### config.mk
export PLATFORM = sky130hd
export DESIGN_NAME = pe_reducer_scheduler
export DESIGN_NICKNAME = d
export VERILOG_FILES = /design/src/rtl/pe_reducer_scheduler.sv
export SDC_FILE = /design/constraint.sdc
export NUM_CORES = 1
export LEC_CHECK = 0
export BUFFER_PORTS_ARGS = -buffer_cell sky130_fd_sc_hd__buf_2
export CORE_UTILIZATION = 35
export DETAILED_ROUTE_END_ITERATION = 6
export GPL_ROUTABILITY_DRIVEN = 0
export MAX_ROUTING_LAYER = met4
export SETUP_SLACK_MARGIN = 0.5
export SLEW_MARGIN = 20
export SYNTH_ARGS = -nofsm -noshare
export SYNTH_HDL_FRONTEND = slang
export SYNTH_SLANG_ARGS = --single-unit
### constraint.sdc
create_clock -name i_clk -period 14.3 [get_ports i_clk]
set_input_delay 2.86 -clock i_clk [delete_from_list [all_inputs] [get_ports i_clk]]
set_output_delay 2.86 -clock i_clk [all_outputs]
set_load 0.005 [all_outputs]
### src/rtl/pe_reducer_scheduler.sv
// Packs non-zero (address, weight, activation) entries into LANES-wide bundles for the
// PE reducer, issues a start pulse per bundle and signals tile completion upstream.
//
// state | meaning
// FILL  | accepting entries into the bundle under construction
// ISSUE | one-cycle start pulse, bundle registers frozen
// WAIT  | bundle held until the reducer reports finish
// DONE  | one-cycle tile completion pulse, tile counters cleared on exit
module pe_reducer_scheduler #(
  parameter int LANES     = 3,
  parameter int ADDR_DIMS = 3,
  parameter int ADDR_W    = 7,
  parameter int DATA_W    = 16
) (
  input  logic                              i_clk,
  input  logic                              i_rst,
  input  logic                              i_valid,
  output logic                              o_ready,
  input  logic                              i_last,
  input  logic [ADDR_DIMS*ADDR_W-1:0]       i_addr,
  input  logic [DATA_W-1:0]                 i_w,
  input  logic [DATA_W-1:0]                 i_ia,
  output logic                              o_pe_start,
  output logic [LANES*ADDR_DIMS*ADDR_W-1:0] o_pe_addr,
  output logic [LANES*DATA_W-1:0]           o_pe_w,
  output logic [LANES*DATA_W-1:0]           o_pe_ia,
  input  logic                              i_pe_finish,
  output logic                              o_tile_done,
  output logic [15:0]                       o_bundle_cnt,
  output logic                              o_busy
);

  localparam int AW = ADDR_DIMS * ADDR_W;
  localparam int IW = $clog2(LANES + 1);

  localparam logic [1:0] S_FILL  = 2'd0;
  localparam logic [1:0] S_ISSUE = 2'd1;
  localparam logic [1:0] S_WAIT  = 2'd2;
  localparam logic [1:0] S_DONE  = 2'd3;

  logic [1:0]    state;
  logic [1:0]    state_nxt;
  logic [IW-1:0] fill_idx;
  logic          last_q;
  logic          accept;
  logic          nonzero;
  logic          bundle_full;
  logic          bundle_nonempty;
  logic          clear_bundle;

  assign accept          = i_valid && o_ready;
  assign nonzero         = (i_w != '0) && (i_ia != '0);
  assign bundle_full     = nonzero && (fill_idx == IW'(LANES - 1));
  assign bundle_nonempty = nonzero || (fill_idx != '0);

  // Gated by reset so upstream never sees a handshake while the block is held in reset.
  assign o_ready = (state == S_FILL) && !i_rst;
  assign o_busy  = !((state == S_FILL) && (fill_idx == '0));

  assign clear_bundle = ((state == S_WAIT) && i_pe_finish && !last_q) || (state == S_DONE);

  always_comb begin
    state_nxt = state;
    case (state)
      S_FILL: begin
        if (accept) begin
          if (bundle_full || (i_last && bundle_nonempty)) state_nxt = S_ISSUE;
          else if (i_last)                                state_nxt = S_DONE;
        end
      end
      S_ISSUE: state_nxt = S_WAIT;
      S_WAIT:  if (i_pe_finish) state_nxt = last_q ? S_DONE : S_FILL;
      default: state_nxt = S_FILL;
    endcase
  end

  always_ff @(posedge i_clk or posedge i_rst) begin
    if (i_rst) begin
      state        <= S_FILL;
      fill_idx     <= '0;
      last_q       <= 1'b0;
      o_pe_start   <= 1'b0;
      o_tile_done  <= 1'b0;
      o_bundle_cnt <= '0;
      o_pe_addr    <= '0;
      o_pe_w       <= '0;
      o_pe_ia      <= '0;
    end else begin
      state       <= state_nxt;
      o_pe_start  <= (state_nxt == S_ISSUE);
      o_tile_done <= (state_nxt == S_DONE);

      if (accept) begin
        last_q <= i_last;
        if (nonzero) begin
          for (int l = 0; l < LANES; l++) begin
            if (fill_idx == IW'(l)) begin
              o_pe_addr[l*AW +: AW]     <= i_addr;
              o_pe_w[l*DATA_W +: DATA_W]  <= i_w;
              o_pe_ia[l*DATA_W +: DATA_W] <= i_ia;
            end
          end
          fill_idx <= fill_idx + 1'b1;
        end
      end

      if ((state == S_ISSUE) && (o_bundle_cnt != 16'hFFFF))
        o_bundle_cnt <= o_bundle_cnt + 16'd1;

      if (clear_bundle) begin
        fill_idx  <= '0;
        o_pe_addr <= '0;
        o_pe_w    <= '0;
        o_pe_ia   <= '0;
      end

      if (state == S_DONE) begin
        last_q       <= 1'b0;
        o_bundle_cnt <= '0;
      end
    end
  end

endmodule

## Yosys cells after proc, flatten, opt, wreduce, memory -nomap -nowiden

Cells that the tools add are included.

- Register bits: 182

- Add/sub/neg operators: 2
- Eq/ne operators: 8
- Muxes and demuxes: 31
- Reduce and logical (&&, ||, !) cells: 31

Operators by type and width:

| kind | count |
|---|---|
| $mux W48 | 6 |
| $mux W63 | 3 |
| $mux W16 | 8 |
| $mux W21 | 3 |
| $reduce_bool A16 Y1 | 2 |
| $add A16 B1 Y16 const B | 1 |
| $mux W2 | 8 |
| $ne A16 B16 Y1 const B | 1 |
| $reduce_bool A2 Y1 | 8 |
| $logic_and A1 B1 Y1 | 9 |
| $reduce_and A3 Y1 | 3 |
| $eq A2 B2 Y1 const B | 4 |
| $eq A2 B1 Y1 const B | 3 |
| $pmux W2 S3 | 1 |
| $logic_not A2 Y1 | 2 |
| $logic_not A1 Y1 | 3 |
| $logic_or A1 B1 Y1 | 3 |
| $add A2 B1 Y2 const B | 1 |
| $mux W1 | 2 |
| $reduce_and A2 Y1 | 1 |

## Depth between registers and ports, before layout

Gate-level depths: netlist of the first run.

- Depth after elaboration: 9
- Depth in mapped cells: 8
- Gate-level depth less buffers: 5

## Least setup slack after synthesis of the first run

No wires, ideal clock.

- Kind: input to output
- Start point: input port i_rst
- End point: output port o_ready
- Arrival: 3,068 ps
- Required time: 11,440 ps
- Slack: 8,372 ps
- Cell stages on the path: 1
- Buffers on the path: 0
- Cell sequence: nor3_1

- Word-level cells in the longest chain between the ends: 2

Ends and longest elaborated chain:

| what | RTL line | text |
|---|---|---|
| from (decl) | 16 | `input logic i_rst,` |
| $logic_not A1 Y1 (no source line) | n/a |  |
| $logic_and A1 B1 Y1 | 57 | `assign o_ready = (state == S_FILL) && !i_rst;` |
| to (decl) | 18 | `output logic o_ready,` |

Every way passes these cells.

## Worst setup path after layout of the first run

Same ends and word-level chain as after synthesis.

==> results of run 1 <==
==> metrics by stage <==
stage	hold WS [ns]	cells	area, um^2	util, %
final	0.5131	1382	10270	43.48
after global routing	0.5366	1381	10260	43.47
after detailed placement	0.5046	1349	9671	40.95
after floorplan	0.4833	876	8502	-
after global placement	0.5000	1349	9671	40.95
after CTS	0.5158	1381	10260	43.45
==> layer usage <==
metal	vias up	track usage, %
met3	21	4.134
met5	-	-
met4	0	6.565
met1	3795	30.91
li1	3564	-
met2	239	33.35
==> sequential cells by signal, summed over array words and instances, names as in the netlist <==
register,count
o_pe_start,1
o_tile_done,1
o_pe_w,48
o_pe_addr,63
o_pe_ia,48
fill_idx,2
o_bundle_cnt,16
state,2
last_q,1
==> placed cells by master (no fill, tap or decap), types with 3 or more instances in the layout <==
| cell | count |
|---|---|
| nor2_1 | 3 |
| and2_2 | 3 |
| nor4_1 | 12 |
| dfrtp_1 | 182 |
| nand3_1 | 12 |
| inv_8 | 5 |
| a21oi_1 | 5 |
| o311ai_1 | 5 |
| o21ai_2 | 50 |
| and4_1 | 6 |
| buf_2 | 236 |
| buf_4 | 12 |
| nand4_1 | 166 |
| and2_1 | 3 |
| o21ai_1 | 108 |
| nand2b_1 | 4 |
| inv_6 | 4 |
| nand2_1 | 175 |
| clkbuf_16 | 17 |
| mux2i_1 | 8 |
| o41ai_1 | 4 |
| ha_1 | 4 |
==> area by class of cell <==
cell class / count / share of cell area [%]
sequential: 182 / 44.36
multi-input combinational: 596 / 33.31
timing repair buffer: 249 / 12.49
clock buffer: 17 / 4.144
tap: 319 / 3.888
clock inverter: 15 / 1.597
inverter: 3 / 0.1828
antenna: 1 / 0.02438
==> worst min-delay path, cell delays in order, from the launching register on <==
cell and delay (ns):
dfrtp_1 0.37, nand2_1 0.06, o21ai_1 0.05
==> logic make-up after synthesis <==
group / after synthesis / share of synthesized area (%)
adder cells (fa/ha/maj): 4 / 0.5887
AND/OR/NAND/NOR: 400 / 24.52
multiplexers: 9 / 1.074
AO/OA/AOI/OAI: 183 / 13.77
flip-flops: 182 / 53.57
buffers and inverters: 98 / 6.475
==> worst max path at each step <==
stage                       end  depth (start not counted)  slack [ns]
CTS                     o_ready                          3        8.10
detailed placement      o_ready                          3        8.10
global placement        o_ready                          3        8.07
floorplan           fill_idx[0]                          1        6.50
finish                  o_ready                          3        8.10
global route            o_ready                          3        8.01
==> where the power goes <==
part           internal [uW]  total (uW)  switching, uW
sequential               747         885            138
combinational            302         698            396
clock                    249         480            230
total                   1300        2060            764
==> flow_metrics.py, run 1 <==
metrics = {
    "status": {
        "outcome": "finished, final reports clean",
    },
    "sta": {
        "tns_ns": 0,
        "timing.final.ws_setup_ns": 8.097,
        "worst_pin_slew_ns": 1.021,
        "setup_viol": 0,
        "slew_violations": 0,
        "period_share_pct": 43.38,
        "hold_viol": 0,
        "max_slew_margin_pct": 31.95,
        "rsz0062_at_grt": "false",
        "period_minus_slack_ns": 6.203,
        "fmax_mhz": 161.2,
        "fin_skew_ns": 0.02206,
    },
    "clock_tree": {
        "cts.path.max_buffers": 2,
        "cts_setup_buffers": 0,
        "cts_tree": "done",
        "cts-root-buf": "clkbuf_16",
        "h-tree-depth": 4,
        "ctsHoldBuffers": 0,
        "clk_latency_ns": 0.44,
        "clock_sinks": 182,
        "cts_resized": 0,
        "cts_made_buffers": 17,
        "clk_pin_slew_ns": 0.07,
    },
    "floorplanning": {
        "chipWidth_um": 157.9,
        "die_y_um": 157.9,
        "core_area_mm2": 0.02361,
        "io_pins": 237,
        "rows": 56,
        "dieArea_mm2": 0.02492,
        "start_util_pct": 36.01,
    },
    "drt": {
        "final_antenna_net_count": 0,
        "first_pass_iters": 5,
        "drc_errors": 0,
        "wl_met2_mm": 12.52,
        "routed_via_density": 5.513,
        "maxUsedRoutingLayer": "met4",
        "vias": 7619,
        "wl_met1_mm": 12.52,
        "route.met3.wl_mm": 1.500,
        "avgRoutedWirePerCell_um": 19.49,
        "wl_mm": 26.93,
        "detail_route.iter0.violations": 482,
    },
    "global_route": {
        "antenna_found_initial": 0,
        "grt_max_degree": 127,
        "grt_pass1_vias": 7364,
        "grt_overflow": 0,
        "grt_pass1_wl_mm": 41.72,
        "track_usage_pct": 22.39,
    },
    "layout": {
        "multi_input_comb_area_mm2": 0.003420,
        "layout-area-overhead-vs-synth_pct": 20.75,
        "drive_gt1_share_pct": 32.30,
        "layout.nets": 1111,
        "fillers": 2345,
        "register_area_mm2": 0.004554,
    },
    "synthesis": {
        "netlist_top_cells_count": "dfrtp_1 (182), nand2_1 (175), nand4_1 (166)",
        "syn_nets": 938,
        "synthesis.area_mm2": 0.008502,
        "synth_warnings": 0,
        "synth_largest_area_cell": "dfrtp_1",
        "synth_most_common_cell": "dfrtp_1",
        "yosysSeqAreaShare_pct": 53.57,
        "synth-edff-count": 0,
        "synth_cell_type_count": 38,
        "yosys.area.top_type_share_pct": 53.57,
        "async_flop_share_pct": 100.0,
        "yosys-top-cells-area": "dfrtp_1 (54%), nand4_1 (12%), nand2_1 (7.7%), o21ai_1 (6.4%), o21ai_2 (5.2%)",
        "postSynthCellCount": 876,
        "avgSynthCellArea_um2": 9.705,
        "ys_seq_elements": 182,
        "synth_ff_type": "dfrtp_1",
    },
    "critical_path": {
        "cp_slowest_cell": "nor3_1",
        "critPathMaxStageDelay_ns": 0.18,
        "r2r_end": "o_pe_addr[30]",
        "crit_path_end_kind": "output port",
        "crit_start": "i_rst",
        "timing.rr.start": "state[1]",
        "cp-start-kind": "primary input",
        "critPathArrivalTime_ns": 3.34,
        "worstRegToRegCells": 6,
        "cp_cell_sequence": "buf_2, nor3_1, buf_2",
        "crit_required_ns": 11.44,
        "crit_fanout": 3,
        "critPathKind": "primary input to output port",
        "critPathTopFamily": "buffers and inverters",
        "cpMostUsedCell": "buf_2",
        "cp_num_buf_inv": 2,
        "ff2ff_setup_slack_ns": 11.06,
    },
    "pwr": {
        "vdd_drop_max_uv": 76.29,
        "fin_total_pwr_uw": 2062,
        "powerDensity_mw_per_mm2": 200.9,
        "p_leak_uw": 0.004968,
    },
    "hold_path": {
        "holdPathStages": 2,
        "hold_start": "o_pe_w[6]",
        "holdCritPathClass": "register to register",
        "min_to": "o_pe_w[6]",
    },
    "job": {
        "maxCapViolCount": 0,
    },
    "place": {
        "portBuffers": 236,
        "dp.final_hpwl_mm": 16.56,
        "pre_cts_slack_ns": 8.101,
    },
}
Note: power is estimated with default switching activity, not from simulation.
==> inputs of run 2 (changes only) <==
clock period = 6.3 ns   (was 14.3 ns; I/O delays follow)
==> run 2 against run 1 <==
Worst hold slack better by 0.0016 ns; first-iteration DRC count up 60%; worst setup slack got worse by 5.5 ns; final area fell by 0.52%.
==> flow_metrics.py, run 2 (synthesized netlist as in run 1, its figures left out) <==
metrics = {
    "status": {
        "outcome": "finished, final reports clean",
    },
    "hold_path": {
        "hold_start": "o_pe_addr[16]",
        "holdPathStages": 2,
        "min_to": "o_pe_addr[16]",
        "holdCritPathClass": "register to register",
    },
    "place": {
        "dp.cells": 1347,
        "portBuffers": 236,
        "dp.final_hpwl_mm": 16.45,
        "dpl_cell_area_mm2": 0.009664,
    },
    "sta": {
        "hold_viol": 0,
        "fin_skew_ns": 0.01655,
        "period_share_pct": 59.40,
        "max_slew_margin_pct": 27.60,
        "slew_violations": 0,
        "fmax_mhz": 267.2,
        "worst_pin_slew_ns": 1.086,
        "period_minus_slack_ns": 3.742,
        "setup_viol": 0,
        "rsz0062_at_grt": "false",
        "tns_ns": 0,
    },
    "global_route": {
        "grt_pass1_vias": 7117,
        "grt_max_degree": 183,
        "grt_overflow": 0,
        "grt_pass1_wl_mm": 41.25,
        "track_usage_pct": 22.22,
        "antenna_found_initial": 0,
    },
    "floorplanning": {
        "dieArea_mm2": 0.02492,
        "start_util_pct": 36.01,
        "io_pins": 237,
        "rows": 56,
        "core_area_mm2": 0.02361,
        "chipWidth_um": 157.9,
        "die_y_um": 157.9,
    },
    "drt": {
        "detail_route.iter0.violations": 771,
        "drc_errors": 0,
        "avgRoutedWirePerCell_um": 19.24,
        "first_pass_iters": 7,
        "vias": 7704,
        "routed_via_density": 5.583,
        "wl_mm": 26.56,
        "final_antenna_net_count": 0,
    },
    "critical_path": {
        "crit_path_end_kind": "register",
        "timing.rr.start": "state[1]",
        "critPathArrivalTime_ns": 4.06,
        "worstRegToRegCells": 4,
        "cp-start-kind": "primary input",
        "crit_required_ns": 6.61,
        "ff2ff_setup_slack_ns": 3.71,
        "critPathKind": "primary input to register",
        "crit_fanout": 53,
        "r2r_end": "o_pe_start",
    },
    "layout": {
        "register_area_mm2": 0.004554,
        "layout_common_cells": "buf_2 (236), dfrtp_1 (182), nand2_1 (175)",
        "drive_gt1_share_pct": 31.98,
        "final_core_util_pct": 43.25,
        "layout.nets": 1109,
        "design_area_mm2": 0.01021,
        "fillers": 2391,
        "layout_commonest_cell": "buf_2",
        "largest-register": "o_pe_addr",
        "largest_register_ffs": 63,
        "top_regs": "o_pe_addr: 63 flops, o_pe_ia: 48 flops, o_pe_w: 48 flops",
        "layout-area-overhead-vs-synth_pct": 20.12,
        "multi_input_comb_area_mm2": 0.003427,
        "finalNonFillerCells": 1380,
    },
    "clock_tree": {
        "ctsHoldBuffers": 0,
        "clk_pin_slew_ns": 0.07,
        "cts_setup_buffers": 0,
        "clk_latency_ns": 0.43,
        "cts_resized": 0,
        "h-tree-depth": 4,
        "cts_tree": "done",
        "cts-root-buf": "clkbuf_16",
        "cts_made_buffers": 17,
        "cts.path.max_buffers": 2,
        "clock_sinks": 182,
    },
    "job": {
        "maxCapViolCount": 0,
    },
    "pwr": {
        "vdd_drop_max_uv": 164.5,
        "p_leak_uw": 0.004926,
        "powerDensity_mw_per_mm2": 450.4,
    },
}
run 2: metrics by stage:
stage | hold WS, ns | power (uW) | setup slack (ns)
after floorplan | 0.4833 | 2828 | 2.703
after global placement | 0.5026 | 3602 | 2.197
after detailed placement | 0.5040 | 3633 | 2.174
after CTS | 0.5155 | 4650 | 2.636
after global routing | 0.5240 | 4942 | 2.491
final | 0.5147 | 4600 | 2.558
run 2: layer usage:
layer  global-route usage, %  share of wire, %  vias to the layer above
met1                   31.88                46                     3790
met4                   7.305               1.8                        0
met5                       -                 0                        -
met3                   3.696               6.8                       32
met2                   31.63                45                      318
li1                        -                 -                     3564
run 2: area by class of cell:
type                       count  area share, %
clock inverter                11         0.7596
sequential                   182          44.60
antenna                        1        0.02450
clock buffer                  21          4.509
multi-input combinational    596          33.56
tap                          319          3.908
timing repair buffer         247          12.50
inverter                       3         0.1470
run 2: worst max-delay path by stage:
stage          cells after the start  slack (ns)  startpoint            to
2_1_floorplan                      1        2.70       i_rst   fill_idx[0]
3_3_place_gp                       5        2.20      i_w[0]  o_pe_addr[9]
3_5_place_dp                       5        2.17      i_w[0]  o_pe_addr[9]
4_1_cts                            5        2.64      i_w[0]  o_pe_addr[9]
5_1_grt                            5        2.49      i_w[0]    o_pe_start
6_report                           5        2.56      i_w[0]    o_pe_start
run 2: power breakdown:
group	internal, uW	leakage [uW]	total [uW]	switching [uW]
clock	527	0.000259	1000	473
sequential	1700	0.00244	2040	343
combinational	682	0.00222	1560	876
total	2910	0.00493	4600	1690
run 2: critical path: stages:
cell and delay, ns:
buf_2 0.13, nor4_1 0.65, nand4_1 0.78, and3_4 0.78
o2111a_1 0.38
